`config.mk`:
```
export PLATFORM = sky130hd
export DESIGN_NAME = mram_burst_arb
export DESIGN_NICKNAME = d
export VERILOG_FILES = /design/src/rtl/mram_pkg.sv /design/src/rtl/mram_rr_pick.sv /design/src/rtl/mram_burst_arb.sv
export SDC_FILE = /design/constraint.sdc
export NUM_CORES = 1
export LEC_CHECK = 0
export ABC_AREA = 1
export BUFFER_PORTS_ARGS = -buffer_cell sky130_fd_sc_hd__buf_2
export CAP_MARGIN = 10
export CORE_MARGIN = 2
export CORE_UTILIZATION = 46
export CTS_CLUSTER_DIAMETER = 40
export DETAILED_ROUTE_END_ITERATION = 6
export PLACE_DENSITY = 0.71
export REMOVE_ABC_BUFFERS = 1
export SLEW_MARGIN = 20
export SYNTH_ARGS = -nofsm -noshare
export SYNTH_HDL_FRONTEND = slang
export SYNTH_SLANG_ARGS = --single-unit
```
`constraint.sdc`:
```
create_clock -name clk -period 3.95 [get_ports clk]
set_input_delay 0.395 -clock clk [delete_from_list [all_inputs] [get_ports clk]]
set_output_delay 0.395 -clock clk [all_outputs]
set_load 0.1 [all_outputs]
```
`src/rtl/mram_pkg.sv`:
```
// -----------------------------------------------------------------------------
// mram_pkg
// Shared definitions for the MRAM burst arbiter slice.
//   - Arbiter state encoding (IDLE, ISSUE, XFER, FIN)
//   - Requester index constants (REQ_HOST, REQ_AUX)
//   - Default address, length and timeout counter widths
//   - onehot2: converts a requester index into a one-hot grant vector
// -----------------------------------------------------------------------------
package mram_pkg;

    localparam int MRAM_ADDR_W = 24;
    localparam int MRAM_LEN_W  = 8;
    localparam int MRAM_TMO_W  = 10;

    localparam int REQ_HOST = 0;
    localparam int REQ_AUX  = 1;

    typedef enum logic [1:0] {
        IDLE  = 2'd0,
        ISSUE = 2'd1,
        XFER  = 2'd2,
        FIN   = 2'd3
    } arb_state_t;

    // Grant vectors are always one-hot over the two requesters, so the
    // winner index is enough to rebuild the grant.
    function automatic logic [1:0] onehot2(input logic idx);
        logic [1:0] vec;
        vec = 2'b00;
        vec[idx] = 1'b1;
        return vec;
    endfunction

endpackage

```
`src/rtl/mram_rr_pick.sv`:
```
// -----------------------------------------------------------------------------
// mram_rr_pick
// Combinational two-way round-robin winner select.
// Ports:
//   req    in  2  request vector (bit REQ_HOST, bit REQ_AUX)
//   ptr    in  1  requester that has priority this round
//   any    out 1  at least one requester is asking
//   winner out 1  index of the selected requester (valid when any=1)
// -----------------------------------------------------------------------------
module mram_rr_pick
    import mram_pkg::*;
(
    input  logic [1:0] req,
    input  logic       ptr,
    output logic       any,
    output logic       winner
);

    // The priority side wins whenever it is asking; otherwise the grant
    // falls to the other side, which must then be the one requesting.
    always_comb begin
        any    = req[REQ_HOST] | req[REQ_AUX];
        winner = req[ptr] ? ptr : ~ptr;
    end

endmodule

```
`src/rtl/mram_burst_arb.sv`:
```
// -----------------------------------------------------------------------------
// mram_burst_arb
// Shares one SPI MRAM transfer engine between two requesters. A round-robin
// winner is granted, its start address / length / direction are latched, one
// command is handed to the engine and then per-word addresses are sequenced
// until the burst completes.
//
// Optional feature: define MRAM_ARB_TIMEOUT_EN to add a stall timeout. A
// TMO_W-bit counter tracks cycles spent waiting for cmd_ready / word_ready;
// when it reaches all-ones the burst is aborted with err and done.
//
// Ports:
//   clk, rst              clock, asynchronous active-high reset
//   req[1:0], req_wr[1:0] per-requester request level and direction
//   req_addr0/1           start word address per requester
//   req_len0/1            word count per requester (0 is flagged as error)
//   gnt[1:0]              one-hot grant, held for the burst
//   done[1:0], err[1:0]   one-cycle completion / error pulses
//   cmd_valid/ready       command handshake; cmd_wr, cmd_addr payload
//   word_valid/ready      per-word handshake; word_addr payload
//   busy                  arbiter is not idle
// -----------------------------------------------------------------------------
module mram_burst_arb
    import mram_pkg::*;
#(
    parameter int ADDR_W = MRAM_ADDR_W,
    parameter int LEN_W  = MRAM_LEN_W,
    parameter int TMO_W  = MRAM_TMO_W
) (
    input  logic              clk,
    input  logic              rst,
    input  logic [1:0]        req,
    input  logic [1:0]        req_wr,
    input  logic [ADDR_W-1:0] req_addr0,
    input  logic [ADDR_W-1:0] req_addr1,
    input  logic [LEN_W-1:0]  req_len0,
    input  logic [LEN_W-1:0]  req_len1,
    output logic [1:0]        gnt,
    output logic [1:0]        done,
    output logic [1:0]        err,
    output logic              cmd_valid,
    input  logic              cmd_ready,
    output logic              cmd_wr,
    output logic [ADDR_W-1:0] cmd_addr,
    output logic              word_valid,
    input  logic              word_ready,
    output logic [ADDR_W-1:0] word_addr,
    output logic              busy
);

    arb_state_t        state;
    logic              ptr;
    logic              cur;
    logic              err_flag;
    logic [LEN_W-1:0]  remaining;

    logic              pick_any;
    logic              pick_win;
    logic [ADDR_W-1:0] pick_addr;
    logic [LEN_W-1:0]  pick_len;

    if (TMO_W < 1) begin : g_bad_tmo_w
        $error("mram_burst_arb: TMO_W must be at least 1");
    end

`ifdef MRAM_ARB_TIMEOUT_EN
    localparam logic [TMO_W-1:0] TMO_LAST = {TMO_W{1'b1}} - 1'b1;
    logic [TMO_W-1:0] tmo_cnt;
`endif

    mram_rr_pick u_pick (
        .req    (req),
        .ptr    (ptr),
        .any    (pick_any),
        .winner (pick_win)
    );

    // Steer the winner's request fields so IDLE can latch them in one step.
    always_comb begin
        pick_addr = pick_win ? req_addr1 : req_addr0;
        pick_len  = pick_win ? req_len1  : req_len0;
    end

    // Busy is a pure decode of the state register, so it stays glitch-free.
    always_comb begin
        busy = (state != IDLE);
    end

    // Main burst sequencer. All outputs are registered here; done/err default
    // to zero every cycle so they can only ever be single-cycle pulses. The
    // request fields are sampled only in IDLE, which is what makes the burst
    // immune to later changes on the req_* inputs.
    always_ff @(posedge clk or posedge rst) begin
        if (rst) begin
            state      <= IDLE;
            ptr        <= 1'b0;
            cur        <= 1'b0;
            err_flag   <= 1'b0;
            remaining  <= '0;
            gnt        <= '0;
            done       <= '0;
            err        <= '0;
            cmd_valid  <= 1'b0;
            cmd_wr     <= 1'b0;
            cmd_addr   <= '0;
            word_valid <= 1'b0;
            word_addr  <= '0;
`ifdef MRAM_ARB_TIMEOUT_EN
            tmo_cnt    <= '0;
`endif
        end else begin
            done <= '0;
            err  <= '0;
            case (state)
                IDLE: begin
`ifdef MRAM_ARB_TIMEOUT_EN
                    tmo_cnt <= '0;
`endif
                    if (pick_any) begin
                        cur       <= pick_win;
                        gnt       <= onehot2(pick_win);
                        cmd_addr  <= pick_addr;
                        cmd_wr    <= req_wr[pick_win];
                        remaining <= pick_len;
                        if (pick_len == '0) begin
                            err_flag <= 1'b1;
                            state    <= FIN;
                        end else begin
                            err_flag  <= 1'b0;
                            cmd_valid <= 1'b1;
                            state     <= ISSUE;
                        end
                    end
                end
                ISSUE: begin
                    if (cmd_ready) begin
                        cmd_valid  <= 1'b0;
                        word_valid <= 1'b1;
                        word_addr  <= cmd_addr;
                        state      <= XFER;
`ifdef MRAM_ARB_TIMEOUT_EN
                        tmo_cnt    <= '0;
                    end else if (tmo_cnt == TMO_LAST) begin
                        cmd_valid <= 1'b0;
                        err_flag  <= 1'b1;
                        tmo_cnt   <= '0;
                        state     <= FIN;
                    end else begin
                        tmo_cnt <= tmo_cnt + 1'b1;
`endif
                    end
                end
                XFER: begin
                    if (word_ready) begin
`ifdef MRAM_ARB_TIMEOUT_EN
                        tmo_cnt <= '0;
`endif
                        if (remaining == LEN_W'(1)) begin
                            word_valid <= 1'b0;
                            state      <= FIN;
                        end else begin
                            remaining <= remaining - LEN_W'(1);
                            word_addr <= word_addr + ADDR_W'(1);
                        end
`ifdef MRAM_ARB_TIMEOUT_EN
                    end else if (tmo_cnt == TMO_LAST) begin
                        word_valid <= 1'b0;
                        err_flag   <= 1'b1;
                        tmo_cnt    <= '0;
                        state      <= FIN;
                    end else begin
                        tmo_cnt <= tmo_cnt + 1'b1;
`endif
                    end
                end
                FIN: begin
                    done     <= gnt;
                    err      <= err_flag ? gnt : 2'b00;
                    gnt      <= '0;
                    ptr      <= ~cur;
                    err_flag <= 1'b0;
                    state    <= IDLE;
                end
                default: begin
                    state <= IDLE;
                end
            endcase
        end
    end

endmodule
```
==> out/results.txt <==
Leading area contributor after synthesis = dfrtp_1
# Post-CTS Setup Buffers = 0
Dpl hpwl = 9190 µm
Post-DRT Antenna Nets = 0
CTS clk-pin slew, worst paths = 0.08 ns
Cell Rows = 35
Core ar. = 0.00928 mm²
Worst-Margin Slew = 0.868 ns
Final net count = 827
Pin count of the biggest net entering global routing = 43
Final Skew = 0.0130 ns
Final setup violation count = 0
Vias in the first global route = 4287
Status = completed
Detailed Route WL = 12500 µm
Vias per cell = 5.10
Routed wire per std cell = 14.1 µm
Area after DPL = 0.00510 mm²
FILL cells = 936
Cts repair resizes = 0
CTS H-Tree Depth = 3
Final critical-path required period = 2.56 ns
Area growth, synth to finish = 19.5%
Cells after Synth = 628
Global placement routability congestion = 0.877
GR Util All Layers = 0.248
Fmax = 391 MHz
Drt first-iter violations = 172
Cell variety after synth = 34
Post-route cell area = 0.00527 mm²
Type of the worst setup path = reg2reg
# hold bufs at CTS = 0
Ant diodes = 0
RSZ-0062 raised after global routing = false
Leading cell types in the layout, fill and taps excluded = nand2_1 (150), buf_2 (129), nor2_1 (80)
Via count = 4490
Yosys reg bits = 70
# IOs = 130
Overflow left after global routing = 0
Max cap viols = 0
Synth top area cells = dfrtp_1 (40%), nand2_1 (13%), nor2_1 (6.8%), o21ai_0 (6.2%), inv_1 (5.8%)
Full die area = 0.0104 mm²
Remaining DRCs = 0
Hold Fails Final Rpt = 0
Footprint of the multi-input gates = 0.00221 mm²
WP data required = 4.23 ns
Syn_area_per_cell = 7.02 µm²
Worst path arrival time = 2.84 ns
Initial antenna violation count = 0
First-pass GRT wire length = 20300 µm
Drt first pass iters = 5
Max_slew headroom = 0.420
CTS sink count = 70
FF/Latch Area = 0.00175 mm²
Total negative slack = 0 ns
Most common cell after layout, fill and taps aside = nand2_1
Startpoint Class = register
Share of cells above drive strength 1 = 0.255
Starting Density = 0.475
CTS root buf = clkbuf_8
Hold Path Class = in2async
Die H = 102 µm
Worst-path fanout max = 39
PortBufs = 129
Post-synth top area share = 0.398
CTS Buffer Depth = 2
CTS Buf Count = 9
Die width = 102 µm
Period utilization = 0.648
TritonCTS clock tree = done
Register area share after synthesis = 0.398
Final Max Tran Viols = 0
Setup crit start = state[0]
Reg2reg start = state[0]
Critical Path End Type = register
YS warnings = 0
Worst skew pair latency = 0.35 ns
Mapped Area = 0.00441 mm²
metal layers:
layer,vias to the layer above,GRT usage,routed length (µm)
met5,-,0,0
met2,137,0.432,6070
met1,2079,0.322,5540
li1,2255,-,-
met4,0,0.0749,204
met3,19,0.0356,632
registers in the layout, indices dropped and copies added (netlist names):
signal / count
gnt: 2
cmd_valid: 1
err_flag: 1
done: 2
remaining: 8
word_addr: 24
cur: 1
state: 2
cmd_addr: 24
cmd_wr: 1
word_valid: 1
err: 2
ptr: 1
through the flow:
stage               utilization  setup slack, ns  hold slack (ns)  instances
floorplan                     -             1.10            0.437        604
global placement          0.549             1.50            0.457        865
detailed placement        0.549             1.40            0.460        865
CTS                       0.567             1.40            0.261        881
global route              0.567             1.18            0.300        881
finish                    0.567             1.39            0.221        881
worst max-delay path: stages (launching register included):
cell and delay, ns:
dfrtp_1 0.41, inv_1 0.14, ha_2 0.36, buf_4 0.43, nor2_1 0.14, nor2_4 0.14, nand2_4 0.18, inv_2 0.36
o21ai_0 0.15, a21oi_1 0.16
cell type report:
type,instances,area share
multi-input cells,452,0.419
flip-flops and latches,70,0.333
repair buffers,132,0.127
inverters,82,0.0585
well taps,129,0.0307
clock buffers,12,0.0276
clock inverters,4,0.00428
final timing paths:
check | end | slack, ns | depth (start not counted)
setup reg to reg | word_addr[6] | 1.39 | 9
max in group asynchronous | word_addr[13] | 2.80 | 3
hold reg to reg | cur | 0.48 | 2
setup / recovery | word_addr[6] | 1.39 | 9
min in group clk | cmd_addr[11] | 0.30 | 3
hold / removal | cmd_addr[11] | 0.22 | 2
synthesized netlist by cell type, drive strengths merged:
library cell / count
dfrtp: 70
ha: 8
clkinv: 1
nor2: 90
a21oi: 16
or2: 1
nand3: 43
nand3b: 3
nor3: 16
nand4: 8
inv: 81
o211ai: 2
xnor2: 1
nand2: 162
clkbuf: 7
o22ai: 15
xor2: 4
o21ai: 82
buf: 17
a31oi: 1
cells by family (layout without fill, tap and decap cells):
logic type,Yosys count,count (layout),synth area share
flip-flops,70,70,0.398
AO/OA/AOI/OAI,116,116,0.139
adder cells (fa/ha/maj),8,8,0.0227
buffers and inverters,106,230,0.104
XOR/XNOR,5,5,0.00994
AND/OR/NAND/NOR,323,323,0.327
Power is left out: the tool's default activity adds up to more than one toggle a clock period on the data nets, which glitch-free logic cannot reach.
